$ cat src/rtl/div10_seq_ctrl.sv
// ---------------------------------------------------------------------------
// div10_seq_ctrl
//
// Sequential divide-by-constant controller. It finds the quotient (tens digit)
// and remainder (units digit) of an unsigned operand by repeatedly
// subtracting DIVISOR, one compare per clock. It flags results whose quotient
// equals MATCH.
//
// Handshake: a start seen in IDLE captures the operand. busy stays high while
// the subtraction runs and during the one-cycle done pulse. quot/rem/is_match
// hold their values until the next operation completes.
//
// Parameters:
//   WIDTH    operand / quotient / remainder width in bits
//   DIVISOR  constant subtracted per step (1 .. 2^WIDTH-1)
//   MATCH    quotient value that raises is_match
//
// Ports:
//   clk        in   system clock, rising edge
//   rst_n      in   asynchronous active-low reset
//   start      in   request; sampled only in IDLE
//   i          in   operand [WIDTH], captured on the accepting edge only
//   busy       out  high in SUB and DONE
//   done       out  one-cycle pulse, results valid
//   quot       out  registered quotient  [WIDTH]
//   rem        out  registered remainder [WIDTH]
//   is_match   out  registered (quot == MATCH)
//   match_cnt  out  [8] saturating count of matching results; present only
//                   when DIV10_SEQ_CTRL_MATCH_CNT_EN is defined
//
// Optional build macro: DIV10_SEQ_CTRL_MATCH_CNT_EN
// ---------------------------------------------------------------------------
module div10_seq_ctrl #(
    parameter int WIDTH   = 6,
    parameter int DIVISOR = 10,
    parameter int MATCH   = 6
) (
    input  logic             clk,
    input  logic             rst_n,
    input  logic             start,
    input  logic [WIDTH-1:0] i,
    output logic             busy,
    output logic             done,
    output logic [WIDTH-1:0] quot,
    output logic [WIDTH-1:0] rem,
    output logic             is_match
`ifdef DIV10_SEQ_CTRL_MATCH_CNT_EN
    ,
    output logic [7:0]       match_cnt
`endif
);

    localparam logic [WIDTH-1:0] DIV_W   = WIDTH'(DIVISOR);
    localparam logic [WIDTH-1:0] MATCH_W = WIDTH'(MATCH);

    typedef enum logic [1:0] {
        ST_IDLE = 2'd0,
        ST_SUB  = 2'd1,
        ST_DONE = 2'd2
    } state_e;

    state_e           state_q, state_d;
    logic [WIDTH-1:0] acc_rem_q, acc_rem_d;   // running remainder
    logic [WIDTH-1:0] acc_quo_q, acc_quo_d;   // running quotient
    logic [WIDTH-1:0] quot_q, quot_d;
    logic [WIDTH-1:0] rem_q, rem_d;
    logic             match_q, match_d;
`ifdef DIV10_SEQ_CTRL_MATCH_CNT_EN
    logic [7:0]       cnt_q, cnt_d;
`endif

    // State and datapath registers
    always_ff @(posedge clk or negedge rst_n) begin
        if (!rst_n) begin
            state_q   <= ST_IDLE;
            acc_rem_q <= '0;
            acc_quo_q <= '0;
            quot_q    <= '0;
            rem_q     <= '0;
            match_q   <= 1'b0;
`ifdef DIV10_SEQ_CTRL_MATCH_CNT_EN
            cnt_q     <= 8'd0;
`endif
        end else begin
            state_q   <= state_d;
            acc_rem_q <= acc_rem_d;
            acc_quo_q <= acc_quo_d;
            quot_q    <= quot_d;
            rem_q     <= rem_d;
            match_q   <= match_d;
`ifdef DIV10_SEQ_CTRL_MATCH_CNT_EN
            cnt_q     <= cnt_d;
`endif
        end
    end

    // Next-state and datapath logic
    always_comb begin
        state_d   = state_q;
        acc_rem_d = acc_rem_q;
        acc_quo_d = acc_quo_q;
        quot_d    = quot_q;
        rem_d     = rem_q;
        match_d   = match_q;
`ifdef DIV10_SEQ_CTRL_MATCH_CNT_EN
        cnt_d     = cnt_q;
`endif
        case (state_q)
            ST_IDLE: begin
                if (start) begin
                    acc_rem_d = i;
                    acc_quo_d = '0;
                    state_d   = ST_SUB;
                end
            end
            ST_SUB: begin
                // The compare guards the subtraction, so the remainder never
                // underflows. The quotient is bounded by (2^WIDTH-1)/DIVISOR.
                if (acc_rem_q >= DIV_W) begin
                    acc_rem_d = acc_rem_q - DIV_W;
                    acc_quo_d = acc_quo_q + WIDTH'(1);
                end else begin
                    quot_d  = acc_quo_q;
                    rem_d   = acc_rem_q;
                    match_d = (acc_quo_q == MATCH_W);
`ifdef DIV10_SEQ_CTRL_MATCH_CNT_EN
                    if ((acc_quo_q == MATCH_W) && (cnt_q != 8'hFF)) begin
                        cnt_d = cnt_q + 8'd1;
                    end
`endif
                    state_d = ST_DONE;
                end
            end
            ST_DONE: begin
                state_d = ST_IDLE;
            end
            default: begin
                state_d = ST_IDLE;
            end
        endcase
    end

    // busy and done decode directly from the state register. That makes them
    // fall at once on reset and keeps done to exactly one cycle.
    assign busy     = (state_q != ST_IDLE);
    assign done     = (state_q == ST_DONE);
    assign quot     = quot_q;
    assign rem      = rem_q;
    assign is_match = match_q;
`ifdef DIV10_SEQ_CTRL_MATCH_CNT_EN
    assign match_cnt = cnt_q;
`endif

endmodule

$ cat config.mk
export PLATFORM = sky130hd
export DESIGN_NAME = div10_seq_ctrl
export DESIGN_NICKNAME = d
export VERILOG_FILES = /design/src/rtl/div10_seq_ctrl.sv
export SDC_FILE = /design/constraint.sdc
export NUM_CORES = 1
export LEC_CHECK = 0
export ABC_AREA = 0
export BUFFER_PORTS_ARGS = -buffer_cell sky130_fd_sc_hd__buf_4
export CAP_MARGIN = 10
export CORE_MARGIN = 3
export CORE_UTILIZATION = 40
export CTS_BUF_LIST = sky130_fd_sc_hd__clkbuf_8
export CTS_CLUSTER_DIAMETER = 200
export DETAILED_ROUTE_END_ITERATION = 7
export PLACE_DENSITY = 0.7
export SYNTH_ARGS = -nofsm -noshare
export SYNTH_HDL_FRONTEND = slang
export SYNTH_SLANG_ARGS = --single-unit
$ cat constraint.sdc
create_clock -name clk -period 1.76 [get_ports clk]
set_clock_uncertainty 0.05 [all_clocks]
set_input_delay 0.352 -clock clk [delete_from_list [all_inputs] [get_ports clk]]
set_output_delay 0.352 -clock clk [all_outputs]
set_load 0.01 [all_outputs]
======== After elaboration in Yosys (flattened, before gate mapping) ========
Index checks and enable logic that the tools add are counted.
W data, S select, Z words.
storage, ports and cells
  flip-flop bits (word level) ............. 27
  bits of input ports ..................... 9
  logic and storage cells ................. 31
cells by class
  add/sub/neg operators ................... 2
  $lt $le $gt $ge ......................... 1
  equality and inequality tests ........... 6
  muxes and demuxes ....................... 9
  bitwise operators ....................... 1
  reductions and logical operators ........ 6
operator list
  cell                   count
  $mux W6                4
  $pmux W6 S2            2
  $add A6 B1 Y6 const B  1
  $eq A6 B3 Y1 const B   1
  $ge A6 B4 Y1 const B   1
  $ne A2 B2 Y1 const B   3
  $sub A6 B4 Y6 const B  1
  $mux W2                2
  $pmux W2 S2            1
  $reduce_and A2 Y1      2
  $reduce_bool A2 Y1     2
  $reduce_and A3 Y1      1
  $eq A2 B1 Y1 const B   1
  $eq A2 B2 Y1 const B   1
  $logic_not A2 Y1       1
  $not A1 Y1             1

======== Logic depth before layout (Yosys ltp) ========
  depth in word-level cells ............... 3
  gate-level depth with buffers ........... 6
  gate-level depth less buffers ........... 6

======== Least setup slack after synthesis ========
OpenSTA, ideal clock, no wires.
  path type ............................... register to register
  start ................................... reg state_q[0]
  end ..................................... reg acc_rem_q[0]
  library setup time ...................... 0.125 ns
  data arrival time ....................... 1.373 ns
  data required time ...................... 1.585 ns
  slack ................................... 0.212 ns
  cell stages (with the launch flop) ...... 4
  path buffers ............................ 0
  path through ............................ dfrtp_1 or2_2 nor2_1 mux2_2
on the way
  word-level cells in the longest chain between the ends .. 3
RTL lines
  what                                                                 line  RTL
  from (decl)                                                          62    state_e state_q, state_d;
  from (signal assigned)                                               85    state_q <= state_d;
  $eq A2 B1 Y1 or $logic_not A2 Y1 (tied branches)                     108   case (state_q)
  $ne A2 B2 Y1 (no source line) or $reduce_bool A2 Y1 (tied branches)  n/a
  $reduce_and A3 Y1 (no source line)                                   n/a
  to (signal assigned)                                                 86    acc_rem_q <= acc_rem_d;
  to (decl)                                                            63    logic [WIDTH-1:0] acc_rem_q, acc_rem_d;
Parallel ways exist; a longest one is shown, timed or not.
A chain may end at the register's enable or synchronous reset.

======== Worst setup path after layout ========
  start ................................... reg state_q[0]
  end ..................................... out busy
on the way
  word-level cells in the longest chain between the ends .. 1
RTL lines
  what                line  RTL
  $reduce_bool A2 Y1  145   assign busy = (state_q != ST_IDLE);
  to (decl)           42    output logic busy,
Every way passes these cells.

==> run_results.csv <==
group,metric,value,unit
run_status,status,"completed",
worst_setup_path,critPathKind,"reg -> out",
layout,diodes,0,
place,port_buffers,23,
global_route,grt_pass1_vias,971,
worst_setup_path,critPathSlowestCell,"dfrtp_1",
timing,slew_headroom,77.3,%
cts,htreeDepth,1,
cts,cts_tree,"done",
global_route,grt_pass1_wl,4180,µm
pwr,power_density,1850,nW/µm²
synth,ys_types,35,
timing,rsz0062_at_grt,"false",
route,drcViolationCount,0,
layout,nets,159,
route,met2_length,1270,µm
hold_path,hold_path_end,"acc_rem_q[1]",
place,pre_cts_slack,194,ps
global_route,antenna_found_initial,0,
route,drt-initial-drc-count,35,
timing,tns,0,ps
synth,syn_area,1260,µm²
global_route,grt_max_degree,28,
route,vias,961,
synth,yosys.area.top_type_share,53.6,%
place,place.gp.congestion,0.843,
die,ios,24,
synth,ys_seq_area_share,53.6,%
hold_path,hold_class,"in -> reg",
cts,clkTransAtPathRegs,90,ps
timing,setup_slack,134,ps
hold_path,hold_start,"i[1]",
route,met3WireLength,112,µm
die,coreArea,2880,µm²
worst_setup_path,crit_path_start_kind,"flop",
route,m1WireLength,1060,µm
pwr,ir_drop,1.14,mV
timing,min_period,1630,ps
worst_setup_path,crit_fanout,8,
timing,hold_viol_final,0,
timing,setup_viol,0,
synth,synth_area_leader_cell,"dfrtp_1",
flow_run,drv_cap,0,
worst_setup_path,end_kind,"primary output",
worst_setup_path,cpPeakStageDelay,460,ps
die,die_area,3860,µm²
synth,synthTopCellsByArea,"dfrtp_1, mux2_2, a21oi_1",
synth,ys_seq_elements,27,
global_route,overflow,0,
worst_setup_path,r2r_end,"acc_quo_q[5]",
route,avgViaCountPerCell,5.11,
cts,clk_path_buf_depth,2,
route,drtPass1Iterations,4,
worst_setup_path,r2r_start,"state_q[0]",
layout,n_fill_cell,260,
timing,max_slew.worst_pin.slew,341,ps
synth,avgSynthCellArea,10.9,µm²
cts,cts-root-buf,"clkbuf_8",
route,drtAntennaViolNets,0,
worst_setup_path,r2r_setup_slack,170,ps
die,num_rows,19,
route,top_layer_used,"met4",
global_route,grt_usage,13.2,%
hold_path,hold_depth,2,
cts,cts_num_sinks,27,
layout,layout-drive-gt1-share,31.5,%
synth,synth_warnings,0,
pwr,p_leak,0.000742,µW
die,die_w,62.1,µm
timing,slew_violations,0,
route,wl,2470,µm
route,wl_per_cell,13.1,µm
cts,clock_latency,270,ps
synth,syn-num-nets,128,
cts,cts_setup_buffers,0,
layout,area_growth,24.1,%
synth,synth_cells,116,
timing,finalHoldWorstSlack,241,ps
place,dp_hpwl,1820,µm
worst_setup_path,crit_arrival,1220,ps
die,initial_core_util,43.8,%
worst_setup_path,crit_required,1360,ps
die,die_y,62.1,µm
worst_setup_path,rr_worst_depth,4,
timing,fmax,615,MHz
worst_setup_path,crit_path_cell_trace,"or2_2 -> buf_4",
timing,timing.final.crit_share,92.4,%
cts,cts_buffers,3,
==> sequential cells by signal, indices dropped and copies added (netlist names) <==
name       cells
acc_rem_q      6
rem            6
is_match       1
acc_quo_q      6
quot           6
state_q        2
==> cell usage after synthesis, drive strengths merged <==
cell type   n
nand2b      1
a221o       1
inv         8
o31ai       1
nand3       5
dfrtp      27
mux2        9
nor3        2
nor2       10
xnor2       2
o21bai      2
or4         1
nor3b       1
nand2       8
nand3b      1
a22o        1
o2bb2ai     1
ha          3
a22oi       1
buf         2
or2         1
a211oi      3
and2        2
and2b       1
or3         1
o21a        1
o21ai       7
o41ai       1
a21o        1
a21oi       9
a311oi      1
nor2b       1
==> area by class of cell <==
type                    instances  area (µm²)  share of cell area (%)
clock buffers                   3        41.3                    2.64
clock inverters                 1        7.51                   0.480
inverters                       8        30.0                    1.92
multi-input cells              79         544                    34.8
flip-flops and latches         27         676                    43.2
well taps                      42        52.6                    3.36
repair buffers                 28         213                    13.6
==> worst max-delay path by stage <==
stage | start | to | cells past startpoint
final | state_q[0] | busy | 2
after global routing | acc_rem_q[1] | is_match | 4
after CTS | state_q[0] | busy | 2
after global placement | state_q[0] | acc_quo_q[5] | 4
after floorplan | state_q[0] | acc_rem_q[0] | 3
after detailed placement | state_q[0] | acc_quo_q[5] | 4
==> report_power, final <==
group          switching, µW  internal, µW  total (µW)
Clock                    203           161         363
Sequential               226           872        1100
Combinational            729           700        1430
Total                   1160          1730        2890
==> through the flow <==
step | util (%) | total power (µW) | std cells | cell area (µm²)
3_3_place_gp | 52.3 | 2480 | 183 | 1510
4_1_cts | 54.4 | 2900 | 188 | 1560
2_1_floorplan | - | 2040 | 116 | 1260
5_1_grt | 54.4 | 3120 | 188 | 1560
3_5_place_dp | 52.3 | 2540 | 183 | 1510
6_report | 54.4 | 2890 | 188 | 1560
==> critical path: cells and delay by family (launching register included) <==
kind | cells | cell delay (ps)
simple gates | 1 | 340
flops | 1 | 460
buf+inv | 1 | 150
==> repair_timing <==
item	4_1_cts	5_1_grt
resized for setup	0	0
hold endpoints to repair	27	0
hold buffers	1	0
==> cells by family (layout without fill, tap and decap cells) <==
group,Yosys count,after routing,synth area share [%]
adders and majority gates,3,3,2.98
buffers and inverters,10,40,3.18
DFF,27,27,53.6
and+or+nand+nor,35,35,14.3
xor gates and xnor gates,2,2,1.39
AOI/OAI and AO/OA,30,30,16.5
muxes,9,9,8.04
==> layout by cell type, fill, tap and decap left out <==
| cell type | Yosys | layout |
|---|---|---|
| dfrtp_1 | 27 | 27 |
| buf_4 | 0 | 27 |
| nor2_1 | 10 | 10 |
| mux2_2 | 9 | 9 |
| a21oi_1 | 9 | 9 |
| inv_1 | 8 | 8 |
| nand2_1 | 8 | 8 |
| o21ai_0 | 6 | 6 |
| nand3_1 | 4 | 4 |
| a211oi_1 | 3 | 3 |
| ha_1 | 3 | 3 |
| clkbuf_8 | 0 | 3 |
| and2_1 | 2 | 2 |
| nor3_1 | 2 | 2 |
| xnor2_1 | 2 | 2 |
| or2_2 | 1 | 1 |
| and2b_1 | 1 | 1 |
| nor2b_1 | 1 | 1 |
| o21ai_2 | 1 | 1 |
| nand3_2 | 1 | 1 |
| nor3b_2 | 1 | 1 |
| o21bai_2 | 1 | 1 |
| a21o_4 | 1 | 1 |
| o31ai_1 | 1 | 1 |
| or4_1 | 1 | 1 |
| nand3b_1 | 1 | 1 |
| o41ai_1 | 1 | 1 |
| nand2b_1 | 1 | 1 |
| a221o_1 | 1 | 1 |
| a22o_1 | 1 | 1 |
| a311oi_1 | 1 | 1 |
| o21a_1 | 1 | 1 |
| o21bai_1 | 1 | 1 |
| a22oi_1 | 1 | 1 |
| o2bb2ai_1 | 1 | 1 |
| or3_1 | 1 | 1 |
| clkinvlp_4 | 0 | 1 |
| dlygate4sd3_1 | 0 | 1 |
==> metal layers <==
layer / global-route usage (%) / vias up
met4: 3.04 / 0
li1: - / 467
met5: 0 / -
met1: 14.7 / 468
met2: 24.2 / 24
met3: 4.68 / 2
(Power assumes the default switching activity.)
